**config.mk**
```make
export PLATFORM = sky130hd
export DESIGN_NAME = cascade_timer_ctrl
export DESIGN_NICKNAME = d
export VERILOG_FILES = /design/src/rtl/cascade_timer_pkg.sv /design/src/rtl/timer_stage.sv /design/src/rtl/cascade_timer_ctrl.sv
export SDC_FILE = /design/constraint.sdc
export NUM_CORES = 1
export LEC_CHECK = 0
export ABC_AREA = 1
export BUFFER_PORTS_ARGS = -buffer_cell sky130_fd_sc_hd__buf_2
export CAP_MARGIN = 30
export CORE_MARGIN = 5
export CORE_UTILIZATION = 55
export CTS_BUF_LIST = sky130_fd_sc_hd__clkbuf_16
export DETAILED_ROUTE_END_ITERATION = 10
export PLACE_DENSITY_LB_ADDON = 0.2
export SLEW_MARGIN = 25
export SYNTH_ARGS = -nofsm -noshare
export SYNTH_HDL_FRONTEND = slang
export SYNTH_SLANG_ARGS = --single-unit
```
**constraint.sdc**
```tcl
create_clock -name clock -period 2.8 [get_ports clock]
set_input_delay 0.14 -clock clock [delete_from_list [all_inputs] [get_ports clock]]
set_output_delay 0.14 -clock clock [all_outputs]
set_load 0.05 [all_outputs]
```
**src/rtl/cascade_timer_pkg.sv**
```systemverilog
`default_nettype none
// ============================================================================
//  Module      : cascade_timer_pkg
//  Description : Shared types and default widths for the cascaded timer.
//  Revision    : 1.0 - initial release
// ============================================================================
package cascade_timer_pkg;

    localparam int PRE_W_DEF = 5;
    localparam int CNT_W_DEF = 5;

    typedef enum logic [1:0] {
        OP_LOAD  = 2'b00,
        OP_START = 2'b01,
        OP_STOP  = 2'b10,
        OP_CLEAR = 2'b11
    } cmd_op_e;

    typedef enum logic [2:0] {
        ST_IDLE   = 3'd0,
        ST_ARM    = 3'd1,
        ST_RUN    = 3'd2,
        ST_PAUSED = 3'd3,
        ST_DONE   = 3'd4
    } state_e;

endpackage
`default_nettype wire

```
**src/rtl/timer_stage.sv**
```systemverilog
`default_nettype none
// ============================================================================
//  Module      : timer_stage
//  Description : Wrap counter: counts enabled cycles from 0 up to limit, then
//                wraps to 0; wrap is the combinational wrap-this-cycle flag.
//  Revision    : 1.0 - initial release
// ============================================================================
module timer_stage
    import cascade_timer_pkg::*;
#(
    parameter int W = CNT_W_DEF
) (
    input  logic         clock,
    input  logic         reset,
    input  logic         enable,
    input  logic         clear,
    input  logic [W-1:0] limit,
    output logic [W-1:0] value,
    output logic         wrap
);

    logic [W-1:0] r_value;

    // Equality compare only: the counter can never run past its limit.
    assign wrap  = enable && (r_value == limit);
    assign value = r_value;

    always_ff @(posedge clock or negedge reset) begin
        if (!reset) begin
            r_value <= '0;
        end else if (clear) begin
            r_value <= '0;
        end else if (enable) begin
            r_value <= wrap ? '0 : r_value + 1'b1;
        end
    end

endmodule
`default_nettype wire

```
**src/rtl/cascade_timer_ctrl.sv**
```systemverilog
`default_nettype none
// ============================================================================
//  Module      : cascade_timer_ctrl
//  Description : Command-driven controller for a prescaler + period counter
//                cascade producing tick / expire pulses, one-shot or periodic.
//  Revision    : 1.0 - initial release
// ============================================================================
module cascade_timer_ctrl
    import cascade_timer_pkg::*;
#(
    parameter int PRE_W = PRE_W_DEF,
    parameter int CNT_W = CNT_W_DEF
) (
    input  logic             clock,
    input  logic             reset,
    input  logic             cmd_valid,
    output logic             cmd_ready,
    input  logic [1:0]       cmd_op,
    input  logic [PRE_W-1:0] cmd_prescale,
    input  logic [CNT_W-1:0] cmd_period,
    input  logic             cmd_oneshot,
    output logic             cmd_err,
    output logic             tick,
    output logic             expire,
    output logic [CNT_W-1:0] count,
    output logic             busy
);

    state_e           r_state;
    logic [PRE_W-1:0] r_prescale;
    logic [CNT_W-1:0] r_period;
    logic             r_oneshot;
    logic             r_tick;
    logic             r_expire;
    logic             r_cmd_err;

    cmd_op_e          w_op;
    logic             w_accept;
    logic             w_step;
    logic             w_clr;
    logic             w_pre_wrap;
    logic             w_main_wrap;
    logic             w_oneshot_end;
    logic [PRE_W-1:0] w_pre_cnt_unused;
    logic [CNT_W-1:0] w_count;

    assign w_op     = cmd_op_e'(cmd_op);
    assign w_accept = cmd_valid && cmd_ready;

    // The RUN step only yields to CLEAR; illegal LOAD/START and STOP still step.
    assign w_step = (r_state == ST_RUN) && !(w_accept && (w_op == OP_CLEAR));

    assign w_clr = w_accept &&
                   ((w_op == OP_CLEAR) ||
                    ((w_op == OP_LOAD)  && (r_state != ST_RUN)) ||
                    ((w_op == OP_START) && ((r_state == ST_IDLE) || (r_state == ST_DONE))));

    assign w_oneshot_end = w_main_wrap && r_oneshot;

    timer_stage #(.W(PRE_W)) u_prescaler (
        .clock  (clock),
        .reset  (reset),
        .enable (w_step),
        .clear  (w_clr),
        .limit  (r_prescale),
        .value  (w_pre_cnt_unused),
        .wrap   (w_pre_wrap)
    );

    timer_stage #(.W(CNT_W)) u_main (
        .clock  (clock),
        .reset  (reset),
        .enable (w_pre_wrap),
        .clear  (w_clr),
        .limit  (r_period),
        .value  (w_count),
        .wrap   (w_main_wrap)
    );

    always_ff @(posedge clock or negedge reset) begin
        if (!reset) begin
            r_state    <= ST_IDLE;
            r_prescale <= '0;
            r_period   <= '0;
            r_oneshot  <= 1'b0;
            r_tick     <= 1'b0;
            r_expire   <= 1'b0;
            r_cmd_err  <= 1'b0;
        end else begin
            r_tick    <= w_pre_wrap;
            r_expire  <= w_main_wrap;
            r_cmd_err <= 1'b0;

            case (r_state)
                ST_ARM:  r_state <= ST_RUN;
                ST_RUN:  if (w_oneshot_end) r_state <= ST_DONE;
                default: ;
            endcase

            if (w_accept) begin
                unique case (w_op)
                    OP_CLEAR: r_state <= ST_IDLE;
                    OP_LOAD: begin
                        if (r_state == ST_RUN) begin
                            r_cmd_err <= 1'b1;
                        end else begin
                            r_prescale <= cmd_prescale;
                            r_period   <= cmd_period;
                            r_oneshot  <= cmd_oneshot;
                            r_state    <= ST_IDLE;
                        end
                    end
                    OP_START: begin
                        if (r_state == ST_RUN) r_cmd_err <= 1'b1;
                        else                   r_state   <= ST_ARM;
                    end
                    OP_STOP: begin
                        // A one-shot finishing on this edge wins over the pause.
                        if (r_state == ST_RUN) begin
                            if (!w_oneshot_end) r_state <= ST_PAUSED;
                        end else begin
                            r_cmd_err <= 1'b1;
                        end
                    end
                endcase
            end
        end
    end

    assign cmd_ready = (r_state != ST_ARM);
    assign busy      = (r_state == ST_ARM) || (r_state == ST_RUN);
    assign cmd_err   = r_cmd_err;
    assign tick      = r_tick;
    assign expire    = r_expire;
    assign count     = w_count;

endmodule
`default_nettype wire
```
[Word-level counts from Yosys, hierarchy flattened]
Index checks and enable logic that the tools add are counted.
Word-level totals
  register bits after elaboration: 27
  output and inout bits: 10
Cells by class
  multiplexer cells: 18
  equality and inequality tests: 10
  reductions and logical operators: 20
  bitwise gates (word level): 1
  $add $sub $neg: 2
Operators with widths (number)
  two-way mux 5 bit: 6
  two-way mux 3 bit: 6
  one-hot mux 3 bit (4 select lines): 1
  adder 5 x 1 -> 5 bit, second input constant: 2
  equality test 5 bit: 2
  logical AND 1 bit: 9
  one-hot mux 3 bit (2 select lines): 1
  equality test 2 bit, second input constant: 2
  logical OR 1 bit: 4
  nonzero test 2 bit: 2
  equality test 3 x 1 -> 1 bit, second input constant: 1
  equality test 3 x 2 -> 1 bit, second input constant: 1
  equality test 3 bit, second input constant: 1
  zero test 3 bit: 1
  two-way mux 1 bit: 3
  != test 3 x 1 -> 1 bit, second input constant: 1
  != test 3 x 2 -> 1 bit, second input constant: 1
  AND reduction 3 bit: 1
  equality test 2 x 1 -> 1 bit, second input constant: 1
  zero test 2 bit: 1
  one-hot mux 1 bit (2 select lines): 1
  OR reduction 2 bit: 1
  zero test 1 bit: 1
  NOT 1 bit: 1

[Longest topological paths before layout]
  depth in word-level cells: 14
  gate-level depth with buffers: 13

[Cells and area by module]
Synthesis repeated with hierarchy kept, for this count alone.
Second synthesis, totals
  cells, all modules: 211
  area total of the unflattened synthesis: 1570.3 sq um
Modules (own cells, without submodules)
  cascade_timer_ctrl: cells each 97, area each 829.5 sq um, sequential area each 425.4 sq um, instances 1
  timer_stage: cells each 57, area each 370.4 sq um, sequential area each 125.1 sq um, instances 2

[Worst setup path before layout]
No wires, ideal clock.
  path type: reg2reg
  start: reg r_state[1]
  end: reg r_state[0]
  buffers on the path: 0
  path slack: 1066 ps
  cell stages (with the launch flop): 11
  arrival: 1618 ps
  setup time: 116 ps
  cells stage by stage: dfrtp_1 > inv_2 > nand3_2 > nand2_1 > nor2_1 > inv_1 > nand2_1 > nand2_1 > nand2_1 > nand2_1 > nand2_1
Between the ends
  word-level cells in the longest chain between the ends: 14
  elaborated cells between the ends (all ways): 18
  classes of those cells: eq/ne: 3; mux: 8; reduce/logical: 7
RTL lines
  start: declaration: RTL line cascade_timer_ctrl.sv:29  | state_e r_state;
  start signal: assignment: RTL line cascade_timer_ctrl.sv:82  | r_state <= ST_IDLE;
  start signal: assignment: RTL line cascade_timer_ctrl.sv:95  | ST_ARM: r_state <= ST_RUN;
  start signal: assignment: RTL line cascade_timer_ctrl.sv:96  | ST_RUN: if (w_oneshot_end) r_state <= ST_DONE;
  != test 3 x 1 -> 1 bit *: RTL line cascade_timer_ctrl.sv:130  | assign cmd_ready = (r_state != ST_ARM);
  via cmd_ready: RTL line cascade_timer_ctrl.sv:17  | output logic cmd_ready,
  logical AND 1 bit *: RTL line cascade_timer_ctrl.sv:48  | assign w_accept = cmd_valid && cmd_ready;
  logical AND 1 bit: RTL line cascade_timer_ctrl.sv:51  | assign w_step = (r_state == ST_RUN) && !(w_accept && (w_op == OP_CLEAR));
  zero test 1 bit: RTL line cascade_timer_ctrl.sv:51
  logical AND 1 bit: RTL line cascade_timer_ctrl.sv:51
  logical AND 1 bit (2 in a row): RTL line timer_stage.sv:25  | assign wrap = enable && (r_value == limit);
  logical AND 1 bit: RTL line cascade_timer_ctrl.sv:58  | assign w_oneshot_end = w_main_wrap && r_oneshot;
  two-way mux 3 bit: RTL line cascade_timer_ctrl.sv:96
  one-hot mux 3 bit (2 select lines): RTL line cascade_timer_ctrl.sv:94  | case (r_state)
  two-way mux 3 bit: RTL line cascade_timer_ctrl.sv:120  | if (!w_oneshot_end) r_state <= ST_PAUSED;
  two-way mux 3 bit: RTL line cascade_timer_ctrl.sv:119  | if (r_state == ST_RUN) begin
  one-hot mux 3 bit (4 select lines): RTL line cascade_timer_ctrl.sv:101  | unique case (w_op)
  two-way mux 3 bit *: RTL line cascade_timer_ctrl.sv:100  | if (w_accept) begin
Mark *: on every way through the listed nets, which the timed path passes. The rest lies on a longest branch.
A chain may end at the register's enable or synchronous reset.

[Final worst setup path]
  start: reg r_state[1]
  end: reg r_prescale[4]
Between the ends
  word-level cells in the longest chain between the ends: 3
  elaborated cells between the ends (all ways): 5
  classes of those cells: eq/ne: 2; bitwise: 1; reduce/logical: 2
RTL lines
  != test 3 x 1 -> 1 bit or equality test 3 x 2 -> 1 bit (tied branches): RTL line cascade_timer_ctrl.sv:130, cascade_timer_ctrl.sv:104
  logical AND 1 bit or NOT 1 bit (tied branches)
  AND reduction 3 bit (no line) *
  end signal: assignment: RTL line cascade_timer_ctrl.sv:107  | r_prescale <= cmd_prescale;
  end: declaration: RTL line cascade_timer_ctrl.sv:30  | logic [PRE_W-1:0] r_prescale;
Mark *: on every way between the ends. The rest lies on a longest branch, timed or not.

==> results.sh <==
export IMPL_clkTransAtPathRegs_ns=0.07
export IMPL_antenna_found_initial=0
export IMPL_via_count=1164
export IMPL_power_mw=1.55
export IMPL_crit_fanout=16
export IMPL_synth_area_leader_cell="dfrtp_1"
export IMPL_crit_required_ns=2.95
export IMPL_yosysMostFrequentCell="nand2_1"
export IMPL_cap_violations=0
export IMPL_drt_pre_antenna_iters=4
export IMPL_synth_seq_cells=27
export IMPL_grt_pass1_wl_um=4750
export IMPL_synthArstFlopShare_pct=100
export IMPL_grt_pass1_vias=1115
export IMPL_synth_top_flop_cell="dfrtp_1"
export IMPL_ir_drop_v=0.000776
export IMPL_grt_overflow=0
export IMPL_arrival_ns=1.90
export IMPL_via_per_inst=5.15
export IMPL_p_comb_share_pct=40.2
export IMPL_post_cts_buffers=0
export IMPL_die_w_um=61.4
export IMPL_startpoint_type="flop"
export IMPL_clkPwrFrac_pct=21.4
export IMPL_synth_common_cells="38 x nand2_1, 27 x dfrtp_1, 18 x inv_1"
export IMPL_period_share_pct=62.5
export IMPL_antenna_left=0
export IMPL_finalWirelength_um=2870
export IMPL_cts_max_path_buffers=2
export IMPL_setup_viol=0
export IMPL_route_detailed_drc=0
export IMPL_yosysTopAreaCellShare_pct=46.4
export IMPL_fin_skew_ns=0.00486
export IMPL_status="completed"
export IMPL_hold_path_class="in -> reg"
export IMPL_synth_cells=167
export IMPL_port_buffer_count=25
export IMPL_die_area_mm2=0.00377
export IMPL_holdWs_ns=0.104
export IMPL_cp_cell_sequence="inv_2 > nand3_2 > nand2_2 > inv_2 > nand2_1 > mux2_2"
export IMPL_max_freq_mhz=572
export IMPL_critPathMaxStageDelay_ns=0.43
export IMPL_drive_gt1_share_pct=29.6
export IMPL_cp_num_buf_inv=2
export IMPL_area_growth_synth_to_final_pct=17.2
export IMPL_ys_warn_count=0
export IMPL_finalCriticalPeriod_ns=1.75
export IMPL_swShare_pct=40.0
export IMPL_grt_util_all_layers_pct=17.3
export IMPL_netlist_area_mm2=0.00146
export IMPL_htreeDepth=1
export IMPL_max_slew_margin_rel_pct=59.7
export IMPL_fin_nets=215
export IMPL_p_seq_share_pct=38.4
export IMPL_yosysSeqAreaShare_pct=46.4
export IMPL_power_leakage_nw=0.895
export IMPL_tightest_slew_ns=0.604
export IMPL_place_ws_ns=1.03
export IMPL_p_per_area_mw_per_mm2=910
export IMPL_root_buffer="clkbuf_16"
export IMPL_ys_types=29
export IMPL_dieHeight_um=61.4
export IMPL_critPathTopFamily="simple AND/OR/NAND/NOR gates"
export IMPL_crit_type="reg -> reg"
export IMPL_diodes=0
export IMPL_cts_tree="built"
export IMPL_p_int_mw=0.930
export IMPL_core_area_mm2=0.00250
export IMPL_clock_latency_ns=0.26
export IMPL_drtIter0Drc=38
export IMPL_final_util_pct=68.2
export IMPL_cp_end_kind="flop"
export IMPL_hold_viol=0
export IMPL_numCtsBuffers=3
export IMPL_rsz0062_at_grt="no"
export IMPL_cp_common_cell="inv_2"
export IMPL_synth_edf_count=0
export IMPL_place_detailed_hpwl_um=2190
export IMPL_synth_area_per_cell_um2=8.71
export IMPL_synthTopCellsByArea="dfrtp_1 46%, nand2_1 9.8%, inv_1 4.6%, mux2_2 4.6%, nor2_1 3.6%"
export IMPL_power_switching_mw=0.621
export IMPL_pin_count=26
export IMPL_start_util_pct=58.2
export IMPL_cts_sinks=27
export IMPL_rows=18
export IMPL_routedWlPerCell_um=12.7
export IMPL_finalMaxSlewViolations=0
export IMPL_grt_max_degree=28
export IMPL_timing_final_ws_setup_ns=1.05
export IMPL_syn_nets=185
export IMPL_setup_tns_ns=0
export IMPL_critPathSlowestCell="nand2_1"
export IMPL_gp_congestion=0.935
-- timing repair --
item                                   4_1_cts  5_1_grt
hold buffers                                 1        0
endpoints found under the hold margin       27        0
gates resized for setup                      0        0
-- power by group through the flow --
stage | clock network (mW) | registers (mW) | logic (mW)
2_1_floorplan | 0 | 0.611 | 0.479
3_3_place_gp | 0 | 0.595 | 0.600
3_5_place_dp | 0 | 0.603 | 0.625
4_1_cts | 0.340 | 0.595 | 0.628
5_1_grt | 0.354 | 0.611 | 0.698
6_report | 0.331 | 0.596 | 0.624
-- flip-flops by register name, summed over array words and instances, names as in the netlist --
| name | flops |
|---|---|
| cmd_err | 1 |
| u_prescaler.value | 5 |
| r_state | 3 |
| u_main.value | 5 |
| r_period | 5 |
| r_oneshot | 1 |
| r_prescale | 5 |
| tick | 1 |
| expire | 1 |
-- cells by family after synthesis --
kind of cell / after synthesis / share of synthesized area [%]
AO/OA/AOI/OAI: 20 / 8.77
XOR/XNOR: 8 / 4.82
adder cells (fa/ha/maj): 2 / 1.72
buffers and inverters: 29 / 7.57
flip-flops: 27 / 46.4
multiplexers: 7 / 5.33
AND/OR/NAND/NOR: 74 / 25.4
-- layout by cell type, fill, tap and decap left out, types with 6 or more instances in the layout --
cell,n
inv_2,10
dfrtp_1,27
nand3_1,6
a21oi_1,9
buf_2,25
mux2_2,6
inv_1,18
nand2_1,38
nor2_1,14
-- through the flow --
stage	cells	cell area (um^2)
3_5_place_dp	221	1610
3_3_place_gp	221	1610
6_report	226	1710
2_1_floorplan	167	1460
5_1_grt	226	1710
4_1_cts	226	1710
-- worst paths after layout --
path | from | endpoint | slack (ns) | cells past startpoint
worst max-delay path | r_state[1] | r_prescale[4] | 1.05 | 6
worst min-delay path | cmd_period[3] | r_period[3] | 0.10 | 2
worst max register to register | r_state[1] | r_prescale[4] | 1.05 | 6
worst min register to register | r_oneshot | r_oneshot | 0.53 | 1
max in group asynchronous | reset | tick | 1.99 | 2
min in group asynchronous | reset | r_prescale[0] | 0.42 | 2
-- area by class of cell --
class,count,area (um^2)
timing repair buffer,26,135
fill,199,795
multi-input combinational,111,669
sequential,27,676
clock inverter,1,7.51
inverter,28,105
tap,30,37.5
clock buffer,3,75.1
-- routing by layer --
metal | part of all wire [%] | vias up | GRT usage (%)
li1 | - | 589 | -
met1 | 43 | 541 | 22.0
met2 | 49 | 27 | 27.8
met3 | 4.9 | 7 | 3.14
met4 | 2.4 | 0 | 9.70
met5 | 0 | - | 0
No activity file was read; power rests on OpenSTA's default activity.
